**config.mk**
```make
export PLATFORM = sky130hd
export DESIGN_NAME = ast_tensor_host_sequencer_sv
export DESIGN_NICKNAME = d
export VERILOG_FILES = /design/src/rtl/ast_tensor_pkg.sv /design/src/rtl/ast_seq_addr_gen_sv.sv /design/src/rtl/ast_tensor_host_sequencer_sv.sv
export SDC_FILE = /design/constraint.sdc
export NUM_CORES = 1
export LEC_CHECK = 0
export CAP_MARGIN = 20
export CELL_PAD_IN_SITES_DETAIL_PLACEMENT = 1
export CELL_PAD_IN_SITES_GLOBAL_PLACEMENT = 2
export CORE_MARGIN = 2
export CORE_UTILIZATION = 24
export CTS_BUF_LIST = sky130_fd_sc_hd__clkbuf_4
export DETAILED_ROUTE_END_ITERATION = 10
export PLACE_DENSITY = 0.9
export SYNTH_ARGS = -nofsm -noshare
export SYNTH_HDL_FRONTEND = slang
export SYNTH_HIERARCHICAL = 1
export SYNTH_SLANG_ARGS = --single-unit
```
**constraint.sdc**
```tcl
create_clock -name clk -period 2.57 [get_ports clk]
set_input_delay 0.3855 -clock clk [delete_from_list [all_inputs] [get_ports clk]]
set_output_delay 0.3855 -clock clk [all_outputs]
set_load 0.005 [all_outputs]
```
**src/rtl/ast_tensor_pkg.sv**
```systemverilog
// Shared types for the tensor host sequencer: FSM state encoding, the
// default dimension type and a helper that validates one matrix dimension.
package ast_tensor_pkg;

    localparam int SIZE_DEFAULT = 4;
    localparam int DIM_W        = $clog2(SIZE_DEFAULT) + 1;

    typedef logic [DIM_W-1:0] dim_t;

    typedef enum logic [2:0] {
        IDLE,
        LOAD_A,
        LOAD_B,
        START,
        WAIT,
        DRAIN,
        FIN
    } seq_state_e;

    // A dimension is usable when it is between 1 and the array size
    function automatic logic dim_ok(input logic [31:0] d, input int size);
        return (d != 32'd0) && (d <= 32'(size));
    endfunction

endpackage

```
**src/rtl/ast_seq_addr_gen_sv.sv**
```systemverilog
// Nested row/column walker producing base + row*stride + col addresses.
// Reloaded once per phase (A read, B read, X write); 'last' flags the final
// element of the current walk. Addresses wrap modulo 2^ADDRWIDTH.
module ast_seq_addr_gen_sv #(
    parameter int ADDRWIDTH = 10,
    parameter int DW        = 3
) (
    input  logic                 clk,
    input  logic                 reset,
    input  logic                 load,
    input  logic                 step,
    input  logic [ADDRWIDTH-1:0] base,
    input  logic [DW-1:0]        stride,
    input  logic [DW-1:0]        rows,
    input  logic [DW-1:0]        cols,
    output logic [ADDRWIDTH-1:0] addr,
    output logic                 last
);

    logic [DW-1:0]        row_q, row_d;
    logic [DW-1:0]        col_q, col_d;
    logic [DW-1:0]        rows_q, rows_d;
    logic [DW-1:0]        cols_q, cols_d;
    logic [DW-1:0]        stride_q, stride_d;
    logic [ADDRWIDTH-1:0] row_base_q, row_base_d;

    assign addr = row_base_q + ADDRWIDTH'(col_q);
    assign last = (row_q == rows_q - DW'(1)) && (col_q == cols_q - DW'(1));

    // Reload takes priority over stepping; column wraps into the next row
    always_comb begin
        row_d      = row_q;
        col_d      = col_q;
        rows_d     = rows_q;
        cols_d     = cols_q;
        stride_d   = stride_q;
        row_base_d = row_base_q;
        if (load) begin
            row_d      = '0;
            col_d      = '0;
            rows_d     = rows;
            cols_d     = cols;
            stride_d   = stride;
            row_base_d = base;
        end else if (step) begin
            if (col_q == cols_q - DW'(1)) begin
                col_d      = '0;
                row_d      = row_q + DW'(1);
                row_base_d = row_base_q + ADDRWIDTH'(stride_q);
            end else begin
                col_d = col_q + DW'(1);
            end
        end
    end

    // Counter registers
    always_ff @(posedge clk) begin
        if (reset) begin
            row_q      <= '0;
            col_q      <= '0;
            rows_q     <= '0;
            cols_q     <= '0;
            stride_q   <= '0;
            row_base_q <= '0;
        end else begin
            row_q      <= row_d;
            col_q      <= col_d;
            rows_q     <= rows_d;
            cols_q     <= cols_d;
            stride_q   <= stride_d;
            row_base_q <= row_base_d;
        end
    end

endmodule

```
**src/rtl/ast_tensor_host_sequencer_sv.sv**
```systemverilog
// Host-side sequencer for one matmul X = A*B on the tensor system: streams A
// then B from scratch memory, pulses start, waits for done, then drains the
// QxK result back to memory row-major.
// Optional: define AST_SEQ_PERF_EN to add the perf_cycles counter output.
module ast_tensor_host_sequencer_sv
    import ast_tensor_pkg::*;
#(
    parameter int DATAWIDTH = 14,
    parameter int SIZE      = 4,
    parameter int ADDRWIDTH = 10
) (
    input  logic                     clk,
    input  logic                     reset,
    input  logic                     cmd_valid,
    output logic                     cmd_ready,
    input  logic [$clog2(SIZE):0]    cmd_q,
    input  logic [$clog2(SIZE):0]    cmd_r,
    input  logic [$clog2(SIZE):0]    cmd_k,
    input  logic [ADDRWIDTH-1:0]     cmd_base_a,
    input  logic [ADDRWIDTH-1:0]     cmd_base_b,
    input  logic [ADDRWIDTH-1:0]     cmd_base_x,
    input  logic                     cmd_relu,
    output logic                     mem_ren,
    output logic [ADDRWIDTH-1:0]     mem_raddr,
    input  logic [DATAWIDTH-1:0]     mem_rdata,
    output logic                     mem_wen,
    output logic [ADDRWIDTH-1:0]     mem_waddr,
    output logic [DATAWIDTH-1:0]     mem_wdata,
    output logic                     ts_wen,
    output logic                     ts_set,
    output logic [$clog2(SIZE):0]    ts_depth,
    output logic [$clog2(SIZE):0]    ts_width,
    output logic [DATAWIDTH-1:0]     ts_data_in,
    output logic                     ts_relu,
    output logic                     ts_start,
    input  logic                     ts_busy,
    input  logic                     ts_done,
    output logic                     ts_ren,
    input  logic [DATAWIDTH-1:0]     ts_data_out,
    output logic                     seq_done,
    output logic                     cmd_err
`ifdef AST_SEQ_PERF_EN
    ,
    output logic [15:0]              perf_cycles
`endif
);

    localparam int DW = $clog2(SIZE) + 1;

    seq_state_e           state_q, state_d;
    logic [DW-1:0]        q_q, q_d, r_q, r_d, k_q, k_d;
    logic [ADDRWIDTH-1:0] base_b_q, base_b_d, base_x_q, base_x_d;
    logic                 relu_q, relu_d;
    logic                 cmd_err_q, cmd_err_d;
    logic                 rd_valid_q, rd_valid_d;
    logic                 rd_set_q, rd_set_d;
    logic                 reads_done_q, reads_done_d;

    logic                 cmd_fire, dims_ok, accept_ok;
    logic                 ag_load, ag_step, ag_last;
    logic [ADDRWIDTH-1:0] ag_base, ag_addr;
    logic [DW-1:0]        ag_stride, ag_rows, ag_cols;

    assign cmd_ready = (state_q == IDLE) && !ts_busy;
    assign cmd_fire  = cmd_valid && cmd_ready;
    assign dims_ok   = dim_ok(32'(cmd_q), SIZE) && dim_ok(32'(cmd_r), SIZE) && dim_ok(32'(cmd_k), SIZE);
    assign accept_ok = cmd_fire && dims_ok;

    // Data read last cycle is pushed now; width/depth follow the matrix being pushed
    assign ts_wen     = rd_valid_q;
    assign ts_set     = rd_set_q;
    assign ts_data_in = rd_valid_q ? mem_rdata : '0;
    assign ts_width   = !rd_valid_q ? '0 : (rd_set_q ? r_q : q_q);
    assign ts_depth   = !rd_valid_q ? '0 : (rd_set_q ? k_q : r_q);
    assign ts_relu    = (state_q != IDLE) && relu_q;
    assign cmd_err    = cmd_err_q;

    ast_seq_addr_gen_sv #(
        .ADDRWIDTH (ADDRWIDTH),
        .DW        (DW)
    ) u_addr_gen (
        .clk    (clk),
        .reset  (reset),
        .load   (ag_load),
        .step   (ag_step),
        .base   (ag_base),
        .stride (ag_stride),
        .rows   (ag_rows),
        .cols   (ag_cols),
        .addr   (ag_addr),
        .last   (ag_last)
    );

    // Phase sequencing: next state, strobes and address-generator reloads
    always_comb begin
        state_d      = state_q;
        q_d          = q_q;
        r_d          = r_q;
        k_d          = k_q;
        base_b_d     = base_b_q;
        base_x_d     = base_x_q;
        relu_d       = relu_q;
        cmd_err_d    = 1'b0;
        rd_valid_d   = 1'b0;
        rd_set_d     = 1'b0;
        reads_done_d = reads_done_q;
        ag_load      = 1'b0;
        ag_step      = 1'b0;
        ag_base      = '0;
        ag_stride    = '0;
        ag_rows      = '0;
        ag_cols      = '0;
        mem_ren      = 1'b0;
        mem_raddr    = '0;
        mem_wen      = 1'b0;
        mem_waddr    = '0;
        mem_wdata    = '0;
        ts_start     = 1'b0;
        ts_ren       = 1'b0;
        seq_done     = 1'b0;
        case (state_q)
            IDLE: begin
                if (accept_ok) begin
                    q_d          = cmd_q;
                    r_d          = cmd_r;
                    k_d          = cmd_k;
                    base_b_d     = cmd_base_b;
                    base_x_d     = cmd_base_x;
                    relu_d       = cmd_relu;
                    reads_done_d = 1'b0;
                    ag_load      = 1'b1;
                    ag_base      = cmd_base_a;
                    ag_stride    = cmd_r;
                    ag_rows      = cmd_q;
                    ag_cols      = cmd_r;
                    state_d      = LOAD_A;
                end else if (cmd_fire) begin
                    cmd_err_d = 1'b1;
                end
            end
            LOAD_A: begin
                mem_ren    = 1'b1;
                mem_raddr  = ag_addr;
                ag_step    = 1'b1;
                rd_valid_d = 1'b1;
                if (ag_last) begin
                    ag_load   = 1'b1;
                    ag_base   = base_b_q;
                    ag_stride = k_q;
                    ag_rows   = r_q;
                    ag_cols   = k_q;
                    state_d   = LOAD_B;
                end
            end
            LOAD_B: begin
                if (!reads_done_q) begin
                    mem_ren    = 1'b1;
                    mem_raddr  = ag_addr;
                    ag_step    = 1'b1;
                    rd_valid_d = 1'b1;
                    rd_set_d   = 1'b1;
                    if (ag_last) begin
                        reads_done_d = 1'b1;
                    end
                end else begin
                    state_d = START;
                end
            end
            START: begin
                ts_start = 1'b1;
                state_d  = WAIT;
            end
            WAIT: begin
                if (ts_done) begin
                    ag_load   = 1'b1;
                    ag_base   = base_x_q;
                    ag_stride = k_q;
                    ag_rows   = q_q;
                    ag_cols   = k_q;
                    state_d   = DRAIN;
                end
            end
            DRAIN: begin
                ts_ren    = 1'b1;
                mem_wen   = 1'b1;
                mem_waddr = ag_addr;
                mem_wdata = ts_data_out;
                ag_step   = 1'b1;
                if (ag_last) begin
                    state_d = FIN;
                end
            end
            FIN: begin
                seq_done = 1'b1;
                state_d  = IDLE;
            end
            default: begin
                state_d = IDLE;
            end
        endcase
    end

    // State and command registers
    always_ff @(posedge clk) begin
        if (reset) begin
            state_q      <= IDLE;
            q_q          <= '0;
            r_q          <= '0;
            k_q          <= '0;
            base_b_q     <= '0;
            base_x_q     <= '0;
            relu_q       <= 1'b0;
            cmd_err_q    <= 1'b0;
            rd_valid_q   <= 1'b0;
            rd_set_q     <= 1'b0;
            reads_done_q <= 1'b0;
        end else begin
            state_q      <= state_d;
            q_q          <= q_d;
            r_q          <= r_d;
            k_q          <= k_d;
            base_b_q     <= base_b_d;
            base_x_q     <= base_x_d;
            relu_q       <= relu_d;
            cmd_err_q    <= cmd_err_d;
            rd_valid_q   <= rd_valid_d;
            rd_set_q     <= rd_set_d;
            reads_done_q <= reads_done_d;
        end
    end

`ifdef AST_SEQ_PERF_EN
    logic [15:0] perf_cycles_q, perf_cycles_d;

    assign perf_cycles = perf_cycles_q;

    // Count start-through-done cycles, saturating, cleared by each accept
    always_comb begin
        perf_cycles_d = perf_cycles_q;
        if (accept_ok) begin
            perf_cycles_d = '0;
        end else if (((state_q == START) || (state_q == WAIT)) && (perf_cycles_q != 16'hFFFF)) begin
            perf_cycles_d = perf_cycles_q + 16'd1;
        end
    end

    // Perf counter register
    always_ff @(posedge clk) begin
        if (reset) begin
            perf_cycles_q <= '0;
        end else begin
            perf_cycles_q <= perf_cycles_d;
        end
    end
`endif

endmodule

```
==> impl_metrics.ini <==
[pwr]
leakagePower_nw = 2.53
ir_worst_vdd_v = 0.000159
combPwrFrac_pct = 17.7
total_power_w = 0.00201
p_per_area_mw_per_mm2 = 314
clockPowerShare_pct = 32.8
switchingPower_w = 0.000556
p_int_w = 0.00145
p_seq_share_pct = 49.5
p_sw_share_pct = 27.7

[clock_network]
ctsHoldBuffers = 0
clkSinkCount = 62
cts_tree = built
htree_levels = 3
cts_root_buf = clkbuf_4
clk_latency_ps = 420
numCtsBuffers = 9
clock_path_buffers = 2
clk_pin_slew_worst_paths_ps = 110

[synthesis]
synth_warnings = 6
synth_fp_nets = 573
synth_area_mm2 = 0.00405
synth_common_cells = dfxtp_1, and2_1, a21oi_1, nand4_1
syn_avg_cell_area_um2 = 8.29
ys_types = 61
synth_area_leaders = dfxtp_1, and2_1, o31ai_1
ys_async_sr_fraction_pct = 0
yosysSeqAreaShare_pct = 30.7
synthCells = 488
yosysTopAreaCell = dfxtp_1
synth-main-ff-cell = dfxtp_1
synth_most_common_cell = dfxtp_1
synth_top_area_share_pct = 30.7
yosys_register_bits = 62
synth-edff-count = 0

[setup_path]
worst_path_most_repeated_cell = buf_6
worst_ep_required_time_ps = 2880
reg2reg_depth = 14
path_cells = inv_2 > ha_4 > xnor2_2 > xnor2_1 > nor3_1 > and4b_2 > nand3b_1 > a21oi_2 > or2_4 > buf_6 > buf_6 > clkinvlp_4 > clkbuf_16 > a311oi_1
path_max_fanout = 7
start_kind = flop
end_kind = flop
crit_arrival_ps = 2930
endpoint = u_addr_gen/row_base_q[4]$_SDFFE_PP0P_
timing.rr.start = u_addr_gen/rows_q[1]$_SDFFE_PP0P_
path_class = flop to flop
r2r-end = u_addr_gen/row_base_q[4]$_SDFFE_PP0P_
crit_path_start = u_addr_gen/rows_q[1]$_SDFFE_PP0P_
r2r_slack_ps = -50
crit_path_max_incr_delay_ps = 350
crit_path_top_delay_cell = dfxtp_2

[finish]
seq_area_mm2 = 0.00127
drive_gt1_share_pct = 26.4
num_antenna_cells = 0
multi_input_area_mm2 = 0.00278
layout.nets = 736
fillers = 1905
syn2layout_area_growth_pct = 58.0

[die]
fp.dieH_um = 134
core_area_mm2 = 0.0165
start_util_pct = 24.5
io_pins = 137
fp-row-count = 47
die_area_mm2 = 0.0179
die_x_um = 134

[timing]
maxSlewViolCount = 0
fin_worst_skew_ps = 13.5
period_share_pct = 102
min_period_ps = 2620
slew_headroom_pct = 56.3
timing.fmax_mhz = 382
hold_slack_ps = 453
tightest_slew_ps = 656
final.setup.worst_slack_ps = -46.8
rsz0062_at_grt = yes
hold_viol_final = 0
tns_ps = -110
setup_viol = 6

[placement]
portBuffers = 136
dpl_worst_slack_ps = -193
dpl.hpwl_um = 11100
gp_congestion = 0.856

[routing]
vias = 4293
ant_nets = 0
wirelength_um = 15100
post_drt_wl_per_cell_um = 17.2
drtPass1Iterations = 4
drc_errors = 0
drt_iter0_drc = 128
vias_per_cell = 4.90

[run_status]
violations = setup timing
outcome = complete, but fails checks

[global_route]
grt_pass1_vias = 4490
grt_usage_pct = 16.2
grt_max_degree = 34
grt_pass1_wl_um = 23400
grt_antenna_before_repair = 0
overflow = 0

[min_path]
hold_start = reset
hp-class = input pin to flop

[job]
drv_cap = 0
## what timing repair did
item | in CTS | in global routing
buffers inserted | 11 | 8
gates resized for setup | 77 | 62
pin swaps | 25 | 24
setup endpoints to repair | 36 | 47
cloned | 2 | 1
## flip-flops by register name, summed over array words and instances (netlist names), 3 cells and up
name	cells
base_x_q	10
state_q	3
k_q	3
u_addr_gen/col_q	3
u_addr_gen/row_q	3
q_q	3
r_q	3
u_addr_gen/rows_q	3
base_b_q	10
u_addr_gen/row_base_q	10
u_addr_gen/stride_q	3
u_addr_gen/cols_q	3
## kinds of logic after synthesis
kind of cell	synth area share, %
adder cells (fa/ha/maj)	4.08
buffers and inverters	8.72
AO/OA/AOI/OAI	20.7
AND/OR/NAND/NOR	26.2
flip-flops	30.7
multiplexers	4.70
XOR/XNOR	4.92
## critical path: cells and delay by family, from the launching register on
family | cells | cell delay, ps
flops | 1 | 350
simple gates | 4 | 750
compound gates | 2 | 420
fa+ha+maj | 1 | 150
buf+inv | 5 | 580
xor+xnor | 2 | 240
## routing by layer
layer	global-route usage (%)	vias up	wire [um]
met1	18.8	2087	6030
met2	30.2	106	8110
met3	3.06	21	698
met4	4.67	0	245
li1	-	2079	-
met5	0	-	0
## power groups by stage
stage / Combinational, W / Clock (W) / Sequential (W)
2_1_floorplan: 0.000161 / 0 / 0.00101
5_1_grt: 0.000380 / 0.000722 / 0.000996
4_1_cts: 0.000339 / 0.000676 / 0.000994
6_report: 0.000355 / 0.000659 / 0.000993
3_5_place_dp: 0.000332 / 0 / 0.00102
3_3_place_gp: 0.000320 / 0 / 0.00101
## cell usage in the layout, fill, tap and decap left out, types with 11 or more instances in the layout
cell,n
buf_4,49
dfxtp_1,47
dfxtp_2,12
clkdlybuf4s50_1,116
a22oi_1,11
o31ai_1,30
nand4_1,32
a21oi_1,32
nand2_1,17
inv_1,20
mux2i_1,19
nor2_1,22
and2_1,48
buf_6,12
## through the flow
step	cell area (um2)	utilization (%)	std cells
4_1_cts	6100	36.9	867
5_1_grt	6390	38.7	876
3_3_place_gp	5770	34.9	838
6_report	6390	38.7	876
3_5_place_dp	5770	34.9	838
2_1_floorplan	4070	-	488
## worst min path at each step
| stage | end | cells after the start |
|---|---|---|
| 2_1_floorplan | relu_q$_SDFFE_PP0P_ | 2 |
| 3_3_place_gp | relu_q$_SDFFE_PP0P_ | 2 |
| 3_5_place_dp | relu_q$_SDFFE_PP0P_ | 2 |
| 4_1_cts | u_addr_gen/stride_q[0]$_SDFFE_PP0P_ | 2 |
| 5_1_grt | u_addr_gen/cols_q[2]$_SDFFE_PP0P_ | 2 |
| 6_report | u_addr_gen/stride_q[0]$_SDFFE_PP0P_ | 2 |
## area by class of cell
cell class / instances / area share [%]
tap: 220 / 4.31
sequential: 62 / 19.8
inverter: 24 / 1.47
clock buffer: 10 / 1.17
timing repair buffer: 199 / 28.9
clock inverter: 6 / 0.822
multi-input combinational: 355 / 43.5
No activity file was read; power rests on OpenSTA's default activity.
